`src/rtl/des_round_seq.sv`:
```
// Iterative DES sequencer: IP/FP, PC-1/PC-2, key-schedule rotations and a 16-round
// Feistel loop that time-shares one external f-function (E, key XOR, S-boxes, P).
// Ports: clk, rst_n (async active-low); in_valid/in_ready/in_data/in_key/in_decrypt
// accept a block; f_r/f_subkey go out to the f-function, f_result comes back
// combinationally; round_idx shows the current round; out_valid/out_ready/out_data
// return FP(R16||L16). Bit 63 of every 64-bit bus is DES bit 1.
// Optional macro DES_FRESULT_REG_EN registers f_result (two cycles per round).
module des_round_seq (
    input  logic        clk,
    input  logic        rst_n,
    input  logic        in_valid,
    output logic        in_ready,
    input  logic [63:0] in_data,
    input  logic [63:0] in_key,
    input  logic        in_decrypt,
    output logic [31:0] f_r,
    output logic [47:0] f_subkey,
    input  logic [31:0] f_result,
    output logic [3:0]  round_idx,
    output logic        out_valid,
    input  logic        out_ready,
    output logic [63:0] out_data
);

    localparam int IP_T [0:63] = '{
        58, 50, 42, 34, 26, 18, 10, 2, 60, 52, 44, 36, 28, 20, 12, 4,
        62, 54, 46, 38, 30, 22, 14, 6, 64, 56, 48, 40, 32, 24, 16, 8,
        57, 49, 41, 33, 25, 17, 9, 1, 59, 51, 43, 35, 27, 19, 11, 3,
        61, 53, 45, 37, 29, 21, 13, 5, 63, 55, 47, 39, 31, 23, 15, 7
    };

    localparam int FP_T [0:63] = '{
        40, 8, 48, 16, 56, 24, 64, 32, 39, 7, 47, 15, 55, 23, 63, 31,
        38, 6, 46, 14, 54, 22, 62, 30, 37, 5, 45, 13, 53, 21, 61, 29,
        36, 4, 44, 12, 52, 20, 60, 28, 35, 3, 43, 11, 51, 19, 59, 27,
        34, 2, 42, 10, 50, 18, 58, 26, 33, 1, 41, 9, 49, 17, 57, 25
    };

    localparam int PC1_T [0:55] = '{
        57, 49, 41, 33, 25, 17, 9, 1, 58, 50, 42, 34, 26, 18,
        10, 2, 59, 51, 43, 35, 27, 19, 11, 3, 60, 52, 44, 36,
        63, 55, 47, 39, 31, 23, 15, 7, 62, 54, 46, 38, 30, 22,
        14, 6, 61, 53, 45, 37, 29, 21, 13, 5, 28, 20, 12, 4
    };

    localparam int PC2_T [0:47] = '{
        14, 17, 11, 24, 1, 5, 3, 28, 15, 6, 21, 10,
        23, 19, 12, 4, 26, 8, 16, 7, 27, 20, 13, 2,
        41, 52, 31, 37, 47, 55, 30, 40, 51, 45, 33, 48,
        44, 49, 39, 56, 34, 53, 46, 42, 50, 36, 29, 32
    };

    // Tables are 1-based DES bit numbers; DES bit n lives at x[W-n].
    function automatic logic [63:0] perm_ip(input logic [63:0] x);
        for (int i = 0; i < 64; i++) perm_ip[63-i] = x[64-IP_T[i]];
    endfunction

    function automatic logic [63:0] perm_fp(input logic [63:0] x);
        for (int i = 0; i < 64; i++) perm_fp[63-i] = x[64-FP_T[i]];
    endfunction

    function automatic logic [55:0] perm_pc1(input logic [63:0] x);
        for (int i = 0; i < 56; i++) perm_pc1[55-i] = x[64-PC1_T[i]];
    endfunction

    function automatic logic [47:0] perm_pc2(input logic [55:0] x);
        for (int i = 0; i < 48; i++) perm_pc2[47-i] = x[56-PC2_T[i]];
    endfunction

`ifdef DES_FRESULT_REG_EN
    typedef enum logic [1:0] {S_IDLE, S_ROUND, S_DONE, S_FWAIT} state_t;
`else
    typedef enum logic [1:0] {S_IDLE, S_ROUND, S_DONE} state_t;
`endif

    state_t      state;
    logic [31:0] l;
    logic [31:0] r;
    logic [27:0] c;
    logic [27:0] d;
    logic [3:0]  cnt;
    logic        dec;
    logic [27:0] c_rot;
    logic [27:0] d_rot;
    logic        one_shift;
    logic [31:0] f_use;

`ifdef DES_FRESULT_REG_EN
    logic [31:0] f_q;
    assign f_use = f_q;
`else
    assign f_use = f_result;
`endif

    assign one_shift = (cnt == 4'd0) || (cnt == 4'd1) ||
                       (cnt == 4'd8) || (cnt == 4'd15);

    // Rotation sits ahead of PC-2 so the subkey is ready in the round's own cycle.
    // Decrypt round 0 uses C0/D0 as-is: its subkey equals encrypt round 15's.
    always_comb begin
        c_rot = c;
        d_rot = d;
        if (!dec) begin
            if (one_shift) begin
                c_rot = {c[26:0], c[27]};
                d_rot = {d[26:0], d[27]};
            end else begin
                c_rot = {c[25:0], c[27:26]};
                d_rot = {d[25:0], d[27:26]};
            end
        end else if (cnt != 4'd0) begin
            if (one_shift) begin
                c_rot = {c[0], c[27:1]};
                d_rot = {d[0], d[27:1]};
            end else begin
                c_rot = {c[1:0], c[27:2]};
                d_rot = {d[1:0], d[27:2]};
            end
        end
    end

    assign f_r       = r;
    assign f_subkey  = perm_pc2({c_rot, d_rot});
    assign round_idx = cnt;
    assign in_ready  = (state == S_IDLE);

    always_ff @(posedge clk or negedge rst_n) begin
        if (!rst_n) begin
            state     <= S_IDLE;
            l         <= '0;
            r         <= '0;
            c         <= '0;
            d         <= '0;
            cnt       <= '0;
            dec       <= 1'b0;
            out_valid <= 1'b0;
            out_data  <= '0;
`ifdef DES_FRESULT_REG_EN
            f_q       <= '0;
`endif
        end else begin
            case (state)
                S_IDLE: begin
                    if (in_valid) begin
                        {l, r} <= perm_ip(in_data);
                        {c, d} <= perm_pc1(in_key);
                        dec    <= in_decrypt;
                        cnt    <= 4'd0;
                        state  <= S_ROUND;
                    end
                end
`ifdef DES_FRESULT_REG_EN
                S_ROUND: begin
                    f_q   <= f_result;
                    state <= S_FWAIT;
                end
                S_FWAIT: begin
`else
                S_ROUND: begin
`endif
                    l   <= r;
                    r   <= l ^ f_use;
                    c   <= c_rot;
                    d   <= d_rot;
                    cnt <= cnt + 4'd1;
                    if (cnt == 4'd15) begin
                        // Final halves are swapped before FP: R16 || L16.
                        out_data  <= perm_fp({l ^ f_use, r});
                        out_valid <= 1'b1;
                        state     <= S_DONE;
                    end else begin
                        state <= S_ROUND;
                    end
                end
                S_DONE: begin
                    if (out_ready) begin
                        out_valid <= 1'b0;
                        state     <= S_IDLE;
                    end
                end
                default: state <= S_IDLE;
            endcase
        end
    end

endmodule
```
`config.mk`:
```
export PLATFORM = sky130hd
export DESIGN_NAME = des_round_seq
export DESIGN_NICKNAME = d
export VERILOG_FILES = /design/src/rtl/des_round_seq.sv
export SDC_FILE = /design/constraint.sdc
export NUM_CORES = 1
export LEC_CHECK = 0
export ABC_AREA = 1
export CAP_MARGIN = 20
export CORE_ASPECT_RATIO = 2
export CORE_MARGIN = 2
export CORE_UTILIZATION = 34
export DETAILED_ROUTE_END_ITERATION = 12
export GPL_TIMING_DRIVEN = 1
export MAX_ROUTING_LAYER = met4
export RECOVER_POWER = 50
export SKIP_CTS_REPAIR_TIMING = 1
export SLEW_MARGIN = 5
export SYNTH_ARGS = -nofsm -noshare
export SYNTH_HDL_FRONTEND = slang
export SYNTH_SLANG_ARGS = --single-unit
```
`constraint.sdc`:
```
create_clock -name clk -period 4.4 [get_ports clk]
set_input_delay 0.44 -clock clk [delete_from_list [all_inputs] [get_ports clk]]
set_output_delay 0.44 -clock clk [all_outputs]
set_load 0.01 [all_outputs]
```
# --- Word-level counts from Yosys, hierarchy flattened ---
# Cells that the tools add are included.
totals:
  reg_bits: 192
  wordCells: 61
  out_inout_bits: 150
  input_bits: 165
classes:
  add_sub_neg: 1
  bitwise: 1
  n_eq_ne: 9
  mux: 25
  n_reduce_logical: 14
ops:
  columns: ["operator", "n"]
  rows:
  - ["28-bit 2-to-1 mux", 10]
  - ["32-bit case mux with 2 select lines", 2]
  - ["28-bit case mux with 2 select lines", 2]
  - ["32-bit 2-to-1 mux", 2]
  - ["32-bit bitwise XOR", 1]
  - ["4-bit == test (second input constant)", 2]
  - ["4-bit case mux with 2 select lines", 1]
  - ["2-bit AND reduction", 4]
  - ["2-bit 2-to-1 mux", 3]
  - ["2-bit != test (second input constant)", 3]
  - ["2-bit case mux with 3 select lines", 1]
  - ["3-bit AND reduction", 2]
  - ["4-bit by 1-bit adder with 4-bit output (second input constant)", 1]
  - ["4-bit by 1-bit == test with 1-bit output (second input constant)", 1]
  - ["4-bit zero test", 1]
  - ["4-bit 2-to-1 mux", 1]
  - ["2-bit nonzero test", 2]
  - ["4-bit nonzero test", 1]
  - ["1-bit logical OR", 3]
  - ["3-bit != test (second input constant)", 1]
  - ["2-bit by 1-bit == test with 1-bit output (second input constant)", 1]
  - ["2-bit == test (second input constant)", 1]
  - ["2-bit zero test", 1]
  - ["1-bit 2-to-1 mux", 2]
  - ["1-bit case mux with 2 select lines", 1]

# --- Longest topological paths before layout ---
# Gate-level depths: netlist of the first run.
logic_depth:
  depth_word: 8
  ltp_mapped: 12
  mapped_depth_nobuf: 10

# --- Worst setup path after synthesis of the first run ---
# OpenSTA, ideal clock, no wires.
synth_timing:
  path_type: "register to output"
  startpoint: "reg cnt[0], in the netlist round_idx[0]"
  endpoint: "out f_subkey[25]"
  path_buffers: 3
  path_slack_ns: 2.399
  arrival_ns: 1.561
  path_stages_with_launch: 10
  t_required_ns: 3.960
  cell_sequence: "dfrtp_1 > ha_1 > nand3_1 > buf_2 > buf_6 > buf_4 > nand4_1 > nand2_1 > nand2_1 > nand3_1"
synth_via:
  elab_chain_cells: 7
  word_cells_on_any_way: 12
  cone_classes: "eq/ne (3); mux (4); reduce/logical (5)"
synth_lines:
  columns: ["item", "line_no", "source"]
  rows:
  - ["from (decl)", "81", "logic [3:0] cnt;"]
  - ["from (signal assigned)", "165", "cnt <= cnt + 4'd1;"]
  - ["4-bit by 1-bit == test with 1-bit output / 4-bit zero test (equally long branches)", "95", "assign one_shift = (cnt == 4'd0) || (cnt == 4'd1) ||"]
  - ["1-bit logical OR (2 in a row)", "95", null]
  - ["1-bit logical OR", "96", "(cnt == 4'd8) || (cnt == 4'd15);"]
  - ["28-bit 2-to-1 mux", "112", "if (one_shift) begin"]
  - ["28-bit 2-to-1 mux", "111", "end else if (cnt != 4'd0) begin"]
  - ["28-bit 2-to-1 mux *", "103", "if (!dec) begin"]
  - ["to (decl)", "17", "output logic [47:0] f_subkey,"]
# Every way passes the cells marked *; elsewhere a longest branch is shown, timed or not. The select of a mux whose other input is x is not followed.

# --- Final worst setup path of the first run ---
layout_timing:
  startpoint: "reg cnt[0], in the netlist round_idx[0]"
  endpoint: "out f_subkey[38]"
# Same word-level chain as after synthesis.

==> results of run 1 <==
## cell usage in the layout (no fill, tap or decap), types with 2 or more instances in the layout
master,instances
nand2_1,649
clkdlybuf4s50_1,233
dfrtp_1,192
nand3_1,142
o21ai_0,99
dlygate4sd3_1,72
nand4_1,56
inv_1,55
a22o_1,48
a21oi_1,32
nor2_1,20
clkbuf_16,17
buf_4,15
o211ai_1,5
diode_2,4
nand3_2,4
o21ai_1,4
inv_6,4
nand2_2,3
inv_2,3
clkinv_2,3
ha_1,3
clkbuf_1,3
clkinv_8,3
inv_8,3
clkbuf_2,3
o21a_1,2
## through the flow
step                setup slack (ns)  utilization  instance area [um2]  total power, mW
finish                         0.773        0.473                14200             12.0
global route                   0.587        0.473                14200             13.0
CTS                            0.773        0.473                14200             12.3
detailed placement              1.14        0.453                13600             10.6
global placement               0.958        0.453                13600             10.5
floorplan                       2.40            -                10400             7.36
## worst max-delay path by stage
stage,from,to,slack (ns),cells past startpoint
floorplan,round_idx[0]$_DFFE_PN0P_,f_subkey[25],2.40,9
global placement,round_idx[1]$_DFFE_PN0P_,f_subkey[15],0.96,9
detailed placement,round_idx[0]$_DFFE_PN0P_,out_data[10]$_DFFE_PN0P_,1.14,9
CTS,round_idx[1]$_DFFE_PN0P_,f_subkey[38],0.77,8
global route,round_idx[0]$_DFFE_PN0P_,f_subkey[22],0.59,8
finish,round_idx[0]$_DFFE_PN0P_,f_subkey[38],0.77,8
## cell type report
type	instances	area (um2)
inverter	61	233
antenna	4	10.0
fill	2990	15900
timing repair buffer	326	3210
multi-input combinational	1074	4900
sequential	192	4800
tap	368	460
clock buffer	18	429
clock inverter	14	169
## cells by family (layout without fill, tap and decap cells)
family          Yosys count  count (layout)  synth area share
xor+xnor                  2               2           0.00169
fa+ha+maj                 3               3           0.00362
simple gates            876             876             0.351
flops                   192             192             0.464
compound gates          193             193             0.113
other cells               0               4                 0
buf+inv                 158             419            0.0673
## sequential cells by signal, indices dropped and copies added (netlist names)
| name | cells |
|---|---|
| out_data | 64 |
| f_r | 32 |
| l | 32 |
| c | 28 |
| d | 28 |
| round_idx | 4 |
| state | 2 |
| dec | 1 |
| out_valid | 1 |
## critical path: stages (launching register included)
cell and delay, ns:
dfrtp_1 0.43, ha_1 0.27, nand3_4 0.10, buf_4 0.68, nand4_1 0.26, nand2_1 0.13
nand2_1 0.05, nand3_1 0.11, clkdlybuf4s50_1 0.64
## power groups by stage
stage	Clock (mW)	Sequential (mW)	Combinational, mW
2_1_floorplan	0	3.39	3.97
3_3_place_gp	0	3.32	7.14
3_5_place_dp	0	3.34	7.25
4_1_cts	1.66	3.32	7.27
5_1_grt	1.72	3.43	7.88
6_report	1.61	3.31	7.09
## routing by layer
metal	global-route usage	share of wire
met4	0.108	0.042
met2	0.417	0.54
met1	0.259	0.37
met5	-	0
met3	0.0426	0.051
==> metrics.yaml, run 1 <==
route:
  dr.pass1.iters: 9
  drt-initial-drc-count: 807
  drc: 0
  vias: 10800
  wl_per_cell_um: 17.9
  via_per_inst: 5.25
  wl_mm: 36.8
  drt.antenna.violating_nets: 0
timing:
  rsz0062_at_grt: "false"
  slew_viol_final: 175
  hold_viol: 0
  setup_viol: 0
  skew_ns: 0.0134
  whs_ns: 0.476
  period_minus_slack_ns: 3.63
  setup_tns_ns: 0
  post-route-period-util: 0.824
  worst_pin_slew_ns: 2.47
  relSlewSlack: -0.648
  fmax_mhz: 276
logic_synthesis:
  synth_commonest_cells: "nand2_1, dfrtp_1, nand3_1"
  async_flop_share: 1.00
  syn_nets: 1592
  syn_area_um2: 10400
  synth-seq-cells: 192
  syn_inst: 1424
  synth_edf_count: 0
  synthFlopType: "dfrtp_1"
  yosysWarnings: 0
  synth_top_area_share: 0.464
  synth.most_common_cell: "nand2_1"
  ys_seq_area_frac: 0.464
  synth_top_area_cell: "dfrtp_1"
  avgSynthCellArea_um2: 7.28
  synth.distinct_cells: 26
  synthTopCellsByArea: "dfrtp_1, nand2_1, nand3_1"
worst_setup_path:
  startpoint_type: "flip-flop"
  critical_path_class: "flip-flop to primary output"
  worstPathArrival_ns: 3.19
  end_kind: "primary output"
  worstPathRequired_ns: 3.96
  r2r_slack_ns: 1.11
  ff2ff_path_depth: 6
  crit-reg2reg-launch: "state[0]$_DFFE_PN0P_"
  crit_path_max_fanout: 75
  timing.rr.end: "l[23]$_DFFE_PN0P_"
min_path:
  hold_end: "out_valid$_DFFE_PN0P_"
  hold_start: "out_valid$_DFFE_PN0P_"
  hold_class: "flip-flop to flip-flop"
  hold_depth: 2
power:
  p_comb_frac: 0.590
  seq_power_share: 0.276
  internal-power_mw: 6.42
  pwr_density_cell_nw_per_um2: 845
  switching_share: 0.466
  power.switching_mw: 5.59
  p_leak_nw: 6.81
  irDropWorstVdd_mv: 0.342
  power.share.clock: 0.134
finish:
  syn_to_final_growth_pct: 37.2
  drive_above_1_share: 0.0392
  instances_no_fill: 2057
  nets: 1840
grt:
  grt_max_degree: 97
  grt_first_pass_wirelength_mm: 58.1
  track_usage: 0.237
  grt_pass1_vias: 10600
  grt.overflow.total: 0
  antenna_found_initial: 4
cts:
  cts_root_buf: "clkbuf_16"
  ctsHtreeMaxLevel: 4
  worst_skew_pair.late_latency_ns: 0.45
  path_clk_slew_ns: 0.07
  cts_tree: "done"
  cts_made_buffers: 17
  clock_path_buffers: 2
  cts.sinks: 192
die:
  chipWidth_um: 127
  die_h_um: 251
  core_um2: 30100
  rows: 90
  start_util: 0.345
  ios: 315
  die-area_um2: 32000
place:
  hpwl_mm: 25.0
  portBuffers: 306
  dp_cells: 2021
  finalWeightedCongestion: 0.880
run_status:
  status: "finished, violations left"
  violations: "max-capacitance violations, max-slew violations"
run:
  timing.max_cap.violations: 3
Note: power is estimated with default switching activity, not from simulation.
==> run 2: changes to the inputs <==
==> constraint.sdc (replaced) <==
create_clock -name clk -period 3.08 [get_ports clk]
set_input_delay 0.308 -clock clk [delete_from_list [all_inputs] [get_ports clk]]
set_output_delay 0.308 -clock clk [all_outputs]
set_load 0.01 [all_outputs]
==> run 2 against run 1 <==
Net effect:
- the flow still finishes with violations (max-capacitance violations, max-slew violations)
- utilization increased by 0.98 points
- sequential power increased by 43%
- first-iteration DRC count increased by 1.7%
- worst setup slack got worse by 0.65 ns
- worst hold slack got worse by 0.058 ns
- design area increased by 2.1%
- sequential share of layout area decreased by 0.68 points
- clock skew increased by 0.0024 ns
- clock power increased by 41%
- critical path depth increased by 2
- non-clock buffer count increased by 11
- cell count increased by 0.44%
==> metrics.yaml, run 2 (synthesis gave the netlist of run 1 again) <==
run_status:
  status: "finished, violations left"
  violations: "max-capacitance violations, max-slew violations"
cts:
  cts.sinks: 192  # unchanged
  ctsHtreeMaxLevel: 4  # unchanged
  cts_tree: "done"
  clock_path_buffers: 2  # unchanged
  path_clk_slew_ns: 0.08  # about the same
  cts_root_buf: "clkbuf_16"
  worst_skew_pair.late_latency_ns: 0.45  # about the same
  cts_made_buffers: 17  # unchanged
worst_setup_path:
  ff2ff_path_depth: 7  # +1
  max_stage_delay_ns: 0.57  # -0.11 ns
  end_kind: "primary output"
  worstPathArrival_ns: 2.65  # -0.54 ns
  cpMaxStageDelayCell: "clkdlybuf4s50_1"
  startpoint_type: "flip-flop"
  crit_chain: "inv_1 -> ha_1 -> nand2_2 -> nand3_4 -> clkbuf_16 -> nand2_1 -> nand2_1 -> nand2_1 -> nand3_1 -> clkdlybuf4s50_1"
  crit_path_frequent_cell: "nand2_1"
  worstPathRequired_ns: 2.77  # -1.19 ns
  crit_path_max_fanout: 14  # -81%
  critical_path_class: "flip-flop to primary output"
die:
  ios: 315  # unchanged
  rows: 90  # unchanged
  core_um2: 30100  # unchanged
  chipWidth_um: 127  # unchanged
  die-area_um2: 32000  # unchanged
  start_util: 0.345  # unchanged
  die_h_um: 251  # unchanged
route:
  via_per_inst: 5.27  # +0.49%
  drt-initial-drc-count: 821  # +1.7%
  wl_mm: 38.1  # +3.5%
  drt.antenna.violating_nets: 0  # unchanged
  dr.pass1.iters: 5  # -4
  vias: 10900  # +0.93%
  drc: 0  # unchanged
  wl_per_cell_um: 18.4  # +3.0%
place:
  placed_area_um2: 13800  # +1.1%
  finalWeightedCongestion: 0.853  # -3.1%
  portBuffers: 306  # unchanged
  hpwl_mm: 24.9  # -0.38%
finish:
  stdcell_area_um2: 14500  # +2.1%
  layout_common_cells: "nand2_1, clkdlybuf4s50_1, dfrtp_1"
  largest_reg_flops: 64  # unchanged
  syn_to_final_growth_pct: 40.0
  drive_above_1_share: 0.0466  # +0.00741
  layout_commonest_cell: "nand2_1"
  largest_register: "out_data"
  nets: 1851  # +0.60%
grt:
  grt_pass1_vias: 10600  # +0.20%
  grt_max_degree: 108  # +11%
  grt_first_pass_wirelength_mm: 58.4  # +0.49%
  antenna_found_initial: 2  # -2
  track_usage: 0.239  # +0.00121
  grt.overflow.total: 0  # unchanged
power:
  finalPower_mw: 17.7  # +47%
  pwr_density_cell_nw_per_um2: 1220  # +44%
  p_leak_nw: 6.95  # +2.1%
  irDropWorstVdd_mv: 0.628  # +84%
  seq_power_share: 0.267  # -0.009
  power.switching_mw: 8.22  # +47%
  power.share.clock: 0.128  # -0.006
  switching_share: 0.465  # -0.00105
  internal-power_mw: 9.47  # +48%
  p_comb_frac: 0.605  # +0.015
run:
  timing.max_cap.violations: 1  # -2
min_path:
  hold_depth: 3  # +1
  hold_class: "input port to flip-flop"
timing:
  skew_ns: 0.0158  # +0.00238 ns
  setup_viol: 0  # unchanged
  slew_viol_final: 80  # -54%
  period_minus_slack_ns: 2.96
  worst_pin_slew_ns: 2.09  # -0.378 ns
  fmax_mhz: 338
  post-route-period-util: 0.959
  relSlewSlack: -0.396  # +0.252
  setup_tns_ns: 0  # unchanged
  hold_viol: 0  # unchanged
## run 2: cell types whose count changed in the layout (fill, tap and decap cells not counted), moves of 4 or more
cell             before  now
buf_12                1   10
clkdlybuf4s50_1     233  244
buf_4                15    8
dlygate4sd3_1        72   61
clkbuf_16            17   21
## run 2: stage by stage
stage	setup WS (ns)	hold WS (ns)	utilization	cells
detailed placement	0.486	0.386	0.458	2026
global route	-0.0175	0.415	0.482	2066
CTS	-0.0345	-0.107	0.478	2058
global placement	0.497	0.394	0.458	2026
finish	0.125	0.418	0.482	2066
floorplan	1.21	0.0124	-	1424
## run 2: area by class of cell
class	instances	area, um2
Antenna cell	2	5.00
Clock buffer	19	453
Clock inverter	13	139
Fill cell	2959	15600
Inverter	61	233
Multi-Input combinational cell	1074	4930
Sequential cell	192	4810
Tap cell	368	460
Timing Repair Buffer	337	3480
## run 2: path summary, 6_finish.rpt
check                                         startpoint                  endpoint  slack (ns)
worst min-delay path                         in_data[59]        f_r[8]$_DFFE_PN0P_        0.42
worst min register to register  out_data[27]$_DFFE_PN0P_  out_data[27]$_DFFE_PN0P_        0.48
worst max-delay path            round_idx[1]$_DFFE_PN0P_              f_subkey[15]        0.12
worst max register to register      state[0]$_DFFE_PN0P_         c[17]$_DFFE_PN0P_        0.31
min in group asynchronous                          rst_n         d[12]$_DFFE_PN0P_        0.98
max in group asynchronous                          rst_n  out_data[48]$_DFFE_PN0P_        0.50
## run 2: power groups by stage
stage | Combinational, mW | Sequential, mW | Clock, mW
2_1_floorplan | 5.67 | 4.84 | 0
3_3_place_gp | 10.4 | 4.73 | 0
3_5_place_dp | 10.5 | 4.75 | 0
4_1_cts | 10.6 | 4.73 | 2.33
5_1_grt | 11.8 | 4.90 | 2.42
6_report | 10.7 | 4.72 | 2.27
## run 2: per-layer routing
layer / GRT usage / share of wire
met5: - / 0
met1: 0.264 / 0.36
met4: 0.0898 / 0.032
met3: 0.0353 / 0.051
met2: 0.428 / 0.55
## run 2: critical path: cells and delay by family (launching register included)
kind / cells / cell delay [ns]
fa+ha+maj: 1 / 0.18
simple gates: 6 / 0.67
flops: 1 / 0.43
buf+inv: 3 / 0.93
==> run 3: changes to the inputs <==
--- a/config.mk
+++ b/config.mk
@@ -5,10 +5,9 @@
 export SDC_FILE = /design/constraint.sdc
 export NUM_CORES = 1
 export LEC_CHECK = 0
-export ABC_AREA = 1
 export CAP_MARGIN = 20
 export CORE_ASPECT_RATIO = 2
-export CORE_MARGIN = 2
+export CORE_MARGIN = 8
 export CORE_UTILIZATION = 34
 export DETAILED_ROUTE_END_ITERATION = 12
 export GPL_TIMING_DRIVEN = 1
==> run 3 against run 2 <==
Net effect:
- the flow finishes with violations (max-capacitance violations, max-slew violations, negative setup slack)
- clock skew is 0.0063 ns lower
- sequential power grew 11%
- sequential cell count is the same
- maximum frequency fell by 7.1%
- critical path depth did not move
- first-iteration DRC count is 28% higher
- die area rose by 16%
- design area grew 4.0%
- largest power group unchanged
==> metrics.yaml, run 3 <==
cts:
  cts_root_buf: "clkbuf_16"
  cts.sinks: 192  # unchanged
  ctsHtreeMaxLevel: 4  # unchanged
  cts_made_buffers: 17  # unchanged
  worst_skew_pair.late_latency_ns: 0.46  # about the same
  cts_tree: "done"
  clock_path_buffers: 2  # unchanged
  path_clk_slew_ns: 0.08  # about the same
logic_synthesis:
  synth_commonest_cells: "dfrtp_1, nand2_1, nor2_1"
  syn_area_um2: 10500  # +1.4%
  synth.most_common_cell: "dfrtp_1"
  synthMuxAreaShare: 0.0926  # +0.0926
  synth.distinct_cells: 46  # +77%
  syn_inst: 1117  # -22%
  synth_top_area_cell: "dfrtp_1"
  synth_edf_count: 0  # unchanged
  synth_simple_gate_area_frac: 0.122  # -0.229
  synth_compound_area_frac: 0.251  # +0.138
  yosysWarnings: 0  # unchanged
  async_flop_share: 1.00  # unchanged
  synth_xor_area_frac: 0.0275  # +0.0258
  ys_seq_area_frac: 0.457  # -0.00663
  synthFlopType: "dfrtp_1"
  synth_top_area_share: 0.457  # -0.00663
  synth-seq-cells: 192  # unchanged
  synthTopCellsByArea: "dfrtp_1, a22oi_1, mux2i_1"
  yosys.area_share.adder: 0.00357  # -0.0000518
  synth_top_family_by_area: "compound AO/OA/AOI/OAI gates"
  avgSynthCellArea_um2: 9.41  # +29%
  syn_nets: 1285  # -19%
finish:
  stdcell_area_um2: 15100  # +4.0%
  nets: 1552  # -16%
  drive_above_1_share: 0.116  # +0.0694
  largest_reg_flops: 64  # unchanged
  layout_commonest_cell: "clkdlybuf4s50_1"
  instances_no_fill: 1770  # -14%
  fin_util: 0.492  # +0.00986
  largest_register: "out_data"
  fill_cells: 2776  # -6.2%
  layout_common_cells: "clkdlybuf4s50_1, dfrtp_1, nand2_1"
  multi_input_area_um2: 5440  # +10%
  seq_area_um2: 4810  # +0.10%
  syn_to_final_growth_pct: 43.5
place:
  dp_cells: 1719  # -15%
  portBuffers: 306  # unchanged
  finalWeightedCongestion: 0.810  # -5.1%
  placed_area_um2: 14000  # +1.7%
  hpwl_mm: 24.7  # -0.93%
route:
  wl_mm: 38.1  # about the same
  drt.antenna.violating_nets: 0  # unchanged
  dr_wl_met3_mm: 3.43  # +77%
  top_layer: "met4"
  via_per_inst: 5.74  # +8.8%
  wl_met1_mm: 16.8  # +21%
  drc: 0  # unchanged
  dr.pass1.iters: 7  # +2
  drt-initial-drc-count: 1051  # +28%
  wl_per_cell_um: 21.5  # +17%
  vias: 10200  # -6.8%
  wl_met2_mm: 17.1  # -19%
worst_setup_path:
  critPathTopFamily: "buffers and inverters"
  cpMaxStageDelayCell: "clkdlybuf4s50_1"
  crit_path_max_fanout: 7  # -7
  ff2ff_path_depth: 6  # -1
  crit_chain: "ha_2 -> nand2_2 -> a22oi_2 -> buf_6 -> buf_12 -> buf_4 -> mux2i_2 -> a2bb2oi_1 -> o21ai_0 -> clkdlybuf4s50_1"
  end_kind: "primary output"
  cp.depth: 10  # unchanged
  critical_path_class: "flip-flop to primary output"
  max_stage_delay_ns: 0.49  # -0.08 ns
  worstPathRequired_ns: 2.77  # about the same
  worstPathArrival_ns: 2.87  # +0.22 ns
  startpoint_type: "flip-flop"
  path_buf_inv: 4  # +1
grt:
  antenna_found_initial: 1  # -1
  track_usage: 0.203  # -0.0359
  grt_pass1_vias: 9986  # -6.1%
  grt.overflow.total: 0  # unchanged
  grt_first_pass_wirelength_mm: 58.8  # +0.67%
  grt_max_degree: 124  # +15%
timing:
  hold_viol: 0  # unchanged
  rsz0062_at_grt: "true"
  worst_pin_slew_ns: 2.19  # +0.0944 ns
  setup_viol: 5  # +5
  post-route-period-util: 1.03  # +0.0730
  fin_ws_ns: -0.0998  # -0.225 ns
  period_minus_slack_ns: 3.18  # +0.225 ns
  skew_ns: 0.00943  # -0.00634 ns
  relSlewSlack: -0.459  # -0.0629
  slew_viol_final: 77  # -3.8%
  fmax_mhz: 314  # -7.1%
min_path:
  hold_depth: 3  # unchanged
  hold_class: "input port to flip-flop"
die:
  ios: 315  # unchanged
  chipWidth_um: 140  # +10%
  rows: 91  # +1.1%
  core_um2: 30600  # +1.9%
  die-area_um2: 37100  # +16%
  start_util: 0.343  # -0.00142
  die_h_um: 265  # +5.5%
power:
  pwr_density_cell_nw_per_um2: 1310  # +7.7%
  p_leak_nw: 6.64  # -4.5%
  finalPower_mw: 19.8  # +12%
  irDropWorstVdd_mv: 0.663  # +5.4%
run:
  timing.max_cap.violations: 1  # unchanged
run_status:
  violations: "max-capacitance violations, max-slew violations, negative setup slack"
  status: "finished, violations left"
==> run 3: cell count changes in the layout (fill, tap and decap cells not counted), sizes merged, moves of 53 or more <==
cell	previous run	this run
nand3	147	13
nor2	20	131
nand4	56	0
mux2i	0	59
nand2	652	146
o21ai	103	35
a22oi	0	88
inv	65	12
dlygate4sd3	61	1
==> run 3: per-stage QoR <==
stage               hold WS, ns  setup slack, ns  setup TNS, ns
finish                    0.409          -0.0998         -0.344
global route              0.392           -0.262          -1.14
CTS                     -0.0851           -0.353         -10.93
floorplan                0.0124            0.871              0
global placement          0.417            0.178              0
detailed placement        0.415            0.164              0
==> run 3: cells by family after synthesis <==
logic type                 count (synthesis)
buffers and inverters                    110
DFF                                      192
muxes                                     93
adders and majority gates                  3
xor gates and xnor gates                  33
and+or+nand+nor                          315
AOI/OAI and AO/OA                        371
==> run 3: final timing paths <==
check | from | endpoint | slack (ns)
min in group asynchronous | rst_n | c[18]$_DFFE_PN0P_ | 1.03
worst min-delay path | in_data[32] | l[3]$_DFFE_PN0P_ | 0.41
worst min register to register | out_data[5]$_DFFE_PN0P_ | out_data[5]$_DFFE_PN0P_ | 0.49
max in group asynchronous | rst_n | dec$_DFFE_PN0P_ | 0.48
worst max-delay path | round_idx[1]$_DFFE_PN0P_ | f_subkey[46] | -0.1
worst max register to register | state[0]$_DFFE_PN0P_ | d[6]$_DFFE_PN0P_ | 0.23
==> run 3: tightest hold or removal path, stage by stage <==
cell,delay [ns]
clkdlybuf4s50_1,0.39
nand2_1,0.05
a31oi_1,0.07
==> run 3: cell type report <==
type / instances / share of cell area
diodes: 1 / 0.000166
clock buffers: 17 / 0.0282
clock inverters: 15 / 0.00954
inverters: 4 / 0.000996
multi-input cells: 815 / 0.360
flip-flops and latches: 192 / 0.319
well taps: 372 / 0.0309
repair buffers: 354 / 0.251
==> run 3: where the power goes <==
group	total [mW]	internal, mW	switching [mW]
combinational	12.4	6.19	6.17
clock	2.21	1.08	1.13
sequential	5.25	3.83	1.41
==> run 3: per-layer routing <==
layer | vias up | global-route usage
li1 | 4616 | -
met2 | 508 | 0.294
met1 | 4988 | 0.269
met5 | - | -
met3 | 50 | 0.0596
met4 | 0 | 0.0576
